<file path="src/rtl/clock_set_controller.sv">
// Tick prescaler and H/M/S time-set FSM for the 24-hour BCD clock.
// Optional display blinking of the edited field: CLOCK_SET_BLINK_EN.
module clock_set_controller #(
  parameter int unsigned TICK_DIV  = 50000000,
  parameter int unsigned TIMEOUT_S = 30
) (
  input  logic        CLK,
  input  logic        Reset,
  input  logic        Mode_btn,
  input  logic        Inc_btn,
  input  logic        Dec_btn,
  input  logic [23:0] Time_now,
  output logic        Tick,
  output logic        Load,
  output logic [23:0] Time_load,
  output logic [1:0]  Edit_field,
  output logic [2:0]  Blank_mask
);

  localparam int PW = (TICK_DIV > 1) ? $clog2(TICK_DIV) : 1;

  typedef enum logic [2:0] {
    S_RUN,
    S_SET_H,
    S_SET_M,
    S_SET_S,
    S_COMMIT
  } state_t;

  state_t        r_state;
  state_t        w_next;
  logic [23:0]   r_shadow;
  logic [23:0]   w_shadow;
  logic          r_mode_q;
  logic          r_inc_q;
  logic          r_dec_q;
  logic [PW-1:0] r_presc;
  logic [7:0]    r_idle;
  logic          r_tick;
  logic          r_load;
  logic [1:0]    r_field;

  logic w_mode_e;
  logic w_inc_e;
  logic w_dec_e;
  logic w_any_e;
  logic w_step_inc;
  logic w_step_dec;
  logic w_sec;
  logic w_timeout;

  function automatic logic [7:0] bcd_inc(
    input logic [7:0] v,
    input logic [7:0] mx
  );
    if (v == mx) return 8'h00;
    if (v[3:0] == 4'd9) return {v[7:4] + 4'd1, 4'd0};
    return {v[7:4], v[3:0] + 4'd1};
  endfunction

  function automatic logic [7:0] bcd_dec(
    input logic [7:0] v,
    input logic [7:0] mx
  );
    if (v == 8'h00) return mx;
    if (v[3:0] == 4'd0) return {v[7:4] - 4'd1, 4'd9};
    return {v[7:4], v[3:0] - 4'd1};
  endfunction

  function automatic logic [1:0] field_of(input state_t s);
    case (s)
      S_SET_H: return 2'd1;
      S_SET_M: return 2'd2;
      S_SET_S: return 2'd3;
      default: return 2'd0;
    endcase
  endfunction

  assign w_mode_e   = Mode_btn & ~r_mode_q;
  assign w_inc_e    = Inc_btn & ~r_inc_q;
  assign w_dec_e    = Dec_btn & ~r_dec_q;
  assign w_any_e    = w_mode_e | w_inc_e | w_dec_e;
  // Mode wins over a field step; Inc+Dec together cancel
  assign w_step_inc = w_inc_e & ~w_dec_e & ~w_mode_e;
  assign w_step_dec = w_dec_e & ~w_inc_e & ~w_mode_e;

  assign w_sec     = (r_presc == PW'(TICK_DIV - 1));
  assign w_timeout = w_sec & ~w_any_e &
                     (r_idle == 8'(TIMEOUT_S - 1));

  always_comb begin
    w_next   = r_state;
    w_shadow = r_shadow;
    unique case (r_state)
      S_RUN: begin
        if (w_mode_e) begin
          w_next   = S_SET_H;
          w_shadow = Time_now;
        end
      end
      S_SET_H: begin
        if (w_mode_e) w_next = S_SET_M;
        else if (w_timeout) w_next = S_RUN;
        else if (w_step_inc)
          w_shadow[23:16] = bcd_inc(r_shadow[23:16], 8'h23);
        else if (w_step_dec)
          w_shadow[23:16] = bcd_dec(r_shadow[23:16], 8'h23);
      end
      S_SET_M: begin
        if (w_mode_e) w_next = S_SET_S;
        else if (w_timeout) w_next = S_RUN;
        else if (w_step_inc)
          w_shadow[15:8] = bcd_inc(r_shadow[15:8], 8'h59);
        else if (w_step_dec)
          w_shadow[15:8] = bcd_dec(r_shadow[15:8], 8'h59);
      end
      S_SET_S: begin
        if (w_mode_e) w_next = S_COMMIT;
        else if (w_timeout) w_next = S_RUN;
        else if (w_step_inc)
          w_shadow[7:0] = bcd_inc(r_shadow[7:0], 8'h59);
        else if (w_step_dec)
          w_shadow[7:0] = bcd_dec(r_shadow[7:0], 8'h59);
      end
      S_COMMIT: w_next = S_RUN;
      default:  w_next = S_RUN;
    endcase
  end

  always_ff @(posedge CLK or posedge Reset) begin
    if (Reset) begin
      r_state  <= S_RUN;
      r_shadow <= 24'h000000;
      r_mode_q <= 1'b0;
      r_inc_q  <= 1'b0;
      r_dec_q  <= 1'b0;
      r_presc  <= '0;
      r_idle   <= 8'd0;
      r_tick   <= 1'b0;
      r_load   <= 1'b0;
      r_field  <= 2'd0;
    end else begin
      r_state  <= w_next;
      r_shadow <= w_shadow;
      r_mode_q <= Mode_btn;
      r_inc_q  <= Inc_btn;
      r_dec_q  <= Dec_btn;
      // Restart on commit so the first post-load tick is a full period away
      if (w_sec || w_next == S_COMMIT) r_presc <= '0;
      else r_presc <= r_presc + 1'b1;
      if (w_any_e) r_idle <= 8'd0;
      else if (w_sec && r_idle != 8'(TIMEOUT_S))
        r_idle <= r_idle + 8'd1;
      r_tick  <= w_sec && (w_next == S_RUN);
      r_load  <= (w_next == S_COMMIT);
      r_field <= field_of(w_next);
    end
  end

  assign Tick       = r_tick;
  assign Load       = r_load;
  assign Time_load  = r_shadow;
  assign Edit_field = r_field;

`ifdef CLOCK_SET_BLINK_EN
  localparam int HALF = (TICK_DIV / 2 > 0) ? TICK_DIV / 2 : 1;
  localparam int HW   = (HALF > 1) ? $clog2(HALF) : 1;

  logic [HW-1:0] r_blink_cnt;
  logic [2:0]    r_mask;
  logic          w_hold;

  function automatic logic [2:0] field_bit(input state_t s);
    case (s)
      S_SET_H: return 3'b100;
      S_SET_M: return 3'b010;
      S_SET_S: return 3'b001;
      default: return 3'b000;
    endcase
  endfunction

  assign w_hold = (w_next == r_state) && (field_of(w_next) != 2'd0) &&
                  !(w_inc_e || w_dec_e);

  always_ff @(posedge CLK or posedge Reset) begin
    if (Reset) begin
      r_blink_cnt <= '0;
      r_mask      <= 3'b000;
    end else if (!w_hold) begin
      r_blink_cnt <= '0;
      r_mask      <= 3'b000;
    end else if (r_blink_cnt == HW'(HALF - 1)) begin
      r_blink_cnt <= '0;
      r_mask      <= r_mask ^ field_bit(r_state);
    end else begin
      r_blink_cnt <= r_blink_cnt + 1'b1;
    end
  end

  assign Blank_mask = r_mask;
`else
  assign Blank_mask = 3'b000;
`endif

endmodule

</file>
<file path="config.mk">
export PLATFORM = sky130hd
export DESIGN_NAME = clock_set_controller
export DESIGN_NICKNAME = d
export VERILOG_FILES = /design/src/rtl/clock_set_controller.sv
export SDC_FILE = /design/constraint.sdc
export NUM_CORES = 1
export LEC_CHECK = 0
export BUFFER_PORTS_ARGS = -buffer_cell sky130_fd_sc_hd__buf_2
export CAP_MARGIN = 20
export CORE_MARGIN = 3
export CORE_UTILIZATION = 53
export CTS_CLUSTER_SIZE = 24
export DETAILED_ROUTE_END_ITERATION = 10
export HOLD_SLACK_MARGIN = 0.08
export PLACE_DENSITY = 0.81
export SLEW_MARGIN = 40
export SYNTH_ARGS = -nofsm -noshare
export SYNTH_HDL_FRONTEND = slang
export SYNTH_SLANG_ARGS = --single-unit
</file>
<file path="constraint.sdc">
create_clock -name CLK -period 2.15 [get_ports CLK]
set_input_delay 0.1075 -clock CLK [delete_from_list [all_inputs] [get_ports CLK]]
set_output_delay 0.1075 -clock CLK [all_outputs]
set_load 0.01 [all_outputs]
</file>
==> results of run 1 <==
-- cells by family after synthesis --
logic type	share of synthesized area (%)
AO/OA/AOI/OAI	16.6
XOR/XNOR	5.80
adder cells (fa/ha/maj)	6.63
buffers and inverters	4.42
flip-flops	37.6
multiplexers	2.18
other	0.0828
AND/OR/NAND/NOR	26.7
-- Yosys cell counts, drive strengths merged, types with 3 or more instances --
cell     instances  area (µm²)
dfrtp           68        1700
nor2            68         255
nand2           39         146
o21ai           37         189
nand3           26         130
ha              24         300
inv             23        86.3
nor3            22         115
a21oi           20         100
xor2            20         175
nand4           13        81.3
buf             12        73.8
and3            11        71.3
xnor2           10        87.6
o31ai            9        67.6
a31oi            8        65.1
clkbuf           8        40.0
nor2b            8        50.1
and2             5        31.3
nand2b           5        38.8
nand3b           5        37.5
nor3b            5        37.5
nor4             5        43.8
o21bai           5        41.3
or3              5        31.3
o211ai           4        30.0
o22ai            4        25.0
a22o             3        26.3
a41oi            3        26.3
mux2             3        33.8
nor4b            3        26.3
o2bb2ai          3        26.3
-- cell type report --
type | instances | area (µm²) | share of cell area (%)
Inverter | 23 | 86.3 | 1.55
Clock inverter | 4 | 50.0 | 0.897
Multi-Input combinational cell | 410 | 2730 | 48.9
Sequential cell | 68 | 1700 | 30.5
Timing Repair Buffer | 109 | 738 | 13.2
Clock buffer | 11 | 141 | 2.54
Tap cell | 105 | 131 | 2.36
-- worst max-delay path: cells and delay by family, from the launching register on --
| kind | cells | cell delay (ps) |
|---|---|---|
| DFF | 1 | 460 |
| buffers and inverters | 1 | 70 |
| and+or+nand+nor | 1 | 420 |
| AOI/OAI and AO/OA | 5 | 830 |
| adders and majority gates | 1 | 150 |
-- routing by layer --
metal  vias to the layer above  global-route usage (%)
li1                       2060                       -
met1                      2128                    32.0
met2                       129                    39.8
met3                        20                    3.47
met4                         0                    8.72
met5                         -                       0
-- sequential cells by signal, summed over array words and instances, names as in the netlist --
register,count
r_presc,26
r_inc_q,1
Edit_field,2
Load,1
r_mode_q,1
r_idle,8
r_state,3
Tick,1
Time_load,24
r_dec_q,1
-- power breakdown --
| group | internal (mW) | leakage, nW | switching (mW) |
|---|---|---|---|
| combinational | 1.25 | 1.54 | 1.48 |
| clock | 0.559 | 0.0914 | 0.512 |
| sequential | 1.59 | 0.880 | 0.472 |
-- how the worst max path moves through the flow --
stage / from / endpoint / slack (ps) / depth (start not counted)
final: Time_load[16]$_DFFE_PP0P_ / Time_load[23]$_DFFE_PP0P_ / 100 / 8
after global routing: Time_load[0]$_DFFE_PP0P_ / Time_load[6]$_DFFE_PP0P_ / -30 / 8
after CTS: Time_load[9]$_DFFE_PP0P_ / Time_load[15]$_DFFE_PP0P_ / 10 / 9
after detailed placement: Time_load[16]$_DFFE_PP0P_ / Time_load[23]$_DFFE_PP0P_ / 50 / 8
after global placement: Time_load[16]$_DFFE_PP0P_ / Time_load[23]$_DFFE_PP0P_ / 120 / 8
after floorplan: Time_load[16]$_DFFE_PP0P_ / Time_load[23]$_DFFE_PP0P_ / 20 / 8
-- repair_timing --
| item | CTS | global route |
|---|---|---|
| buffers inserted | 0 | 6 |
| endpoints found under the hold margin | 41 | 0 |
| setup endpoints to repair | 0 | 22 |
| hold buffers | 14 | 0 |
| resized for setup | 0 | 19 |
==> summary.txt, run 1 <==
Status
  • Status: finished clean

Placed design
  • PortBufs: 56
  • Post-place setup slack: 45.6 ps
  • Placed instance area: 5110 µm²
  • DP HPWL: 8060 µm
  • Final Wtd Congestion: 0.901
  • Placed Cells: 695

Route
  • WL/cell: 15.8 µm
  • Via count: 4337
  • Number of remaining DRC errors: 0
  • Met2 wire len: 5720 µm
  • DR iter-0 viols: 252
  • Met3 WL: 609 µm
  • Highest routed layer: met4
  • Via density: 5.94
  • DR pass1 iterations: 5
  • DRT Wirelength: 11600 µm
  • Post-DRT Antenna Nets: 0
  • Routed metal-1 wirelength: 5030 µm

STA
  • RSZ-0062 raised after global routing: true
  • Worst-margin pin slew: 652 ps
  • Final-report hold violation count: 0
  • Max-slew headroom: 56.5%
  • Skew final: 5.65 ps
  • Period utilization: 95.4%
  • Max Fclk: 488 MHz
  • Final setup violation count: 0
  • Final max-slew violation count: 0
  • Min Hold Slack: 87.8 ps
  • Min setup slack post-route: 99.3 ps
  • Post-layout min period: 2050 ps
  • Setup TNS: 0 ps

Clock tree
  • Clk sinks: 68
  • CTS max path bufs: 2
  • Clock transition at path regs: 80 ps
  • Cts bufs inserted: 9
  • Clock root cell: clkbuf_8
  • Clk_lat worst skew: 350 ps
  • # H-tree levels: 3
  • CTS tree: done

Logic synthesis
  • Syn avg cell area: 8.72 µm²
  • Ys async rst share: 100%
  • Mapped cell area: 4530 µm²
  • Netlist cell types: 70
  • Warnings, synthesis: 0
  • #FFs+latches synth: 68
  • Most used flip-flop cell after synthesis: dfrtp_1
  • Seq/Total Area, Yosys: 37.6%
  • Post-synth EDFFs: 0
  • Syn Inst Count: 519

Critical path
  • Critical path class: flop to flop
  • CP Launch Type: flop
  • Slowest-stage cell, CP: dfrtp_2
  • CP Capture Type: flop
  • Reg-to-reg critical path endpoint: Time_load[23]$_DFFE_PP0P_
  • Worst Path Arrival: 2300 ps
  • Crit-path cells: inv_1, ha_1, or3b_4, a31oi_4, o21bai_4, o221ai_4, o21bai_1, a22o_1
  • Critical Path Max Stage Delay: 460 ps
  • Data required, critical path: 2400 ps
  • R2r setup slk: 100 ps
  • Worst R2R Path Depth: 8
  • Critical path peak fanout: 8
  • Worst r2r src: Time_load[16]$_DFFE_PP0P_

Global routing
  • GR Util All Layers: 24.0%
  • First-pass GRT wire length: 19400 µm
  • Vias in the first global route: 4202
  • Largest net degree at the start of global routing: 41
  • Initial antenna violation count: 0
  • Gr ovfl total: 0

Floorplanning
  • Ports: 60
  • Core Area: 8260 µm²
  • Die ar.: 9690 µm²
  • Die Y: 98.4 µm
  • Rows: 33
  • Die width: 98.4 µm
  • Initial Util: 54.8%

Power
  • Leakage: 2.51 nW
  • PwrDens: 1050 nW/µm²
  • VDD IR max: 494 µV
  • Overall Power: 5.87 mW

Final layout
  • Most common cell after layout, fill and taps aside: nor2_1
  • Fillers: 645
  • Layout Cells excl Fill: 730
  • Util after Layout: 67.5%
  • Share of cells above drive strength 1: 23.2%
  • Finished Cell Area: 5580 µm²
  • Layout Nets: 674
  • ANT cells: 0
  • Most frequent cells in the layout: nor2_1 (68), dfrtp_1 (67), buf_2 (56)
  • P&R area growth vs syn: 23.2%

Min path
  • WHS Endpoint: Time_load[10]$_DFFE_PP0P_
  • Hold Path Depth: 4
  • HP Start: Time_now[10]
  • Hold Path Class: primary input to flop

Run
  • Max cap viols: 0
No activity file was read; power rests on OpenSTA's default activity.
==> run 2, diff against run 1 <==
HOLD_SLACK_MARGIN = 0.1   (was 0.08)
PLACE_DENSITY = 0.77   (was 0.81)
==> summary.txt, run 2 (synthesis gave the netlist of run 1 again) <==
Power
  • Overall Power: 5.94 mW
  • Logic pwr share: 45.1%
  • Net Switching: 2.44 mW
  • Switching share of power: 41.1%
  • P_int: 3.50 mW
  • Flop pwr share: 34.8%
  • Leakage: 2.54 nW
  • Clk pwr share: 20.1%
  • PwrDens: 1060 nW/µm²
  • VDD IR max: 605 µV

Route
  • DR pass1 iterations: 4
  • Number of remaining DRC errors: 0
  • WL/cell: 15.1 µm
  • DRT Wirelength: 11100 µm
  • DR iter-0 viols: 283
  • Via density: 5.78
  • Post-DRT Antenna Nets: 0
  • Highest routed layer: met4
  • Met3 WL: 498 µm
  • Routed metal-1 wirelength: 5080 µm
  • Via count: 4234
  • Met2 wire len: 5340 µm

STA
  • Final max-slew violation count: 0
  • Final-report hold violation count: 0
  • Max Fclk: 482 MHz
  • Setup TNS: 0 ps
  • Post-layout min period: 2070 ps
  • Period utilization: 96.5%
  • Min Hold Slack: 115 ps
  • Final setup violation count: 0
  • Skew final: 4.81 ps

Global routing
  • GR Util All Layers: 23.3%
  • Largest net degree at the start of global routing: 69
  • Vias in the first global route: 4038
  • Initial antenna violation count: 0
  • Gr ovfl total: 0
  • First-pass GRT wire length: 18800 µm

Clock tree
  • Clk sinks: 68
  • CTS max path bufs: 2
  • CTS tree: done
  • Cts bufs inserted: 9
  • Clock root cell: clkbuf_8
  • Clock transition at path regs: 80 ps
  • Clk_lat worst skew: 350 ps
  • # H-tree levels: 3

Critical path
  • Worst R2R Path Depth: 8
  • Critical path class: flop to flop
  • CP Launch Type: flop
  • Worst Path Arrival: 2320 ps
  • Critical path peak fanout: 8
  • CP Capture Type: flop
  • Data required, critical path: 2390 ps

Floorplanning
  • Initial Util: 54.8%
  • Rows: 33
  • Core Area: 8260 µm²
  • Die ar.: 9690 µm²
  • Ports: 60
  • Die width: 98.4 µm
  • Die Y: 98.4 µm

Final layout
  • Fillers: 675
  • Layout Nets: 675
  • Most common cell after layout, fill and taps aside: nor2_1
  • P&R area growth vs syn: 24.2%
  • Layout Cells excl Fill: 732
  • Most frequent cells in the layout: nor2_1 (68), dfrtp_1 (66), buf_2 (56)
  • Max reg flops: 26
  • ANT cells: 0
  • Share of cells above drive strength 1: 22.6%
  • Largest reg by FF count: r_presc

Min path
  • Hold Path Class: primary input to flop
  • Hold Path Depth: 3

Placed design
  • PortBufs: 56
  • Final Wtd Congestion: 0.881
  • DP HPWL: 7800 µm
  • Placed Cells: 696

Status
  • Status: finished clean

Run
  • Max cap viols: 0
[run 2: area by class of cell]
class                           instances  area, µm²  area share [%]
Clock buffer                           12        145            2.58
Clock inverter                          4       72.6            1.29
Inverter                               23       86.3            1.54
Multi-Input combinational cell        410       2730            48.5
Sequential cell                        68       1700            30.3
Tap cell                              105        131            2.34
Timing Repair Buffer                  110        756            13.4
[run 2: per-stage QoR]
step	setup WS, ps	utilization [%]	instance area, µm²
CTS	18.0	66.7	5510
finish	75.5	68.1	5620
global route	-7.53	68.1	5620
detailed placement	52.3	61.9	5110
global placement	120	61.9	5110
floorplan	18.1	-	4540
[run 2: power by group through the flow]
stage / Sequential, mW / Clock [mW] / Combinational (mW)
after floorplan: 2.08 / 0 / 1.66
after global placement: 2.04 / 0 / 2.47
after detailed placement: 2.07 / 0 / 2.56
after CTS: 2.04 / 1.20 / 2.61
after global routing: 2.12 / 1.27 / 2.98
final: 2.07 / 1.19 / 2.68
[run 2: repair_timing]
action                                  in CTS  in global routing
hold buffers                                18                  0
endpoints found under the setup margin       0                 38
setup buffers                                0                  2
endpoints found under the hold margin       85                  0
gates resized for setup                      0                 18
[run 2: worst max-delay path, cell delays in order (launching register included)]
cell and delay, ps:
dfrtp_2 460, inv_1 70, ha_1 150, or3b_4 420, a31oi_4 150, o21bai_2 180
o221ai_4 170, o21bai_1 200, a22o_1 170
[run 2: final timing paths]
path / from / end / slack (ps)
worst min-delay path: Time_now[14] / Time_load[14]$_DFFE_PP0P_ / 110
min in group asynchronous: Reset / Time_load[4]$_DFFE_PP0P_ / 370
max in group asynchronous: Reset / Time_load[16]$_DFFE_PP0P_ / 1470
worst max-delay path: Time_load[16]$_DFFE_PP0P_ / Time_load[23]$_DFFE_PP0P_ / 80
worst max register to register: Time_load[16]$_DFFE_PP0P_ / Time_load[23]$_DFFE_PP0P_ / 80
worst min register to register: r_presc[0]$_DFF_PP0_ / r_presc[0]$_DFF_PP0_ / 500
[run 2: per-layer routing]
layer / up-vias / track usage (%)
met5: - / 0
met4: 0 / 7.88
met3: 13 / 3.54
met2: 109 / 36.8
met1: 2049 / 32.9
li1: 2063 / -
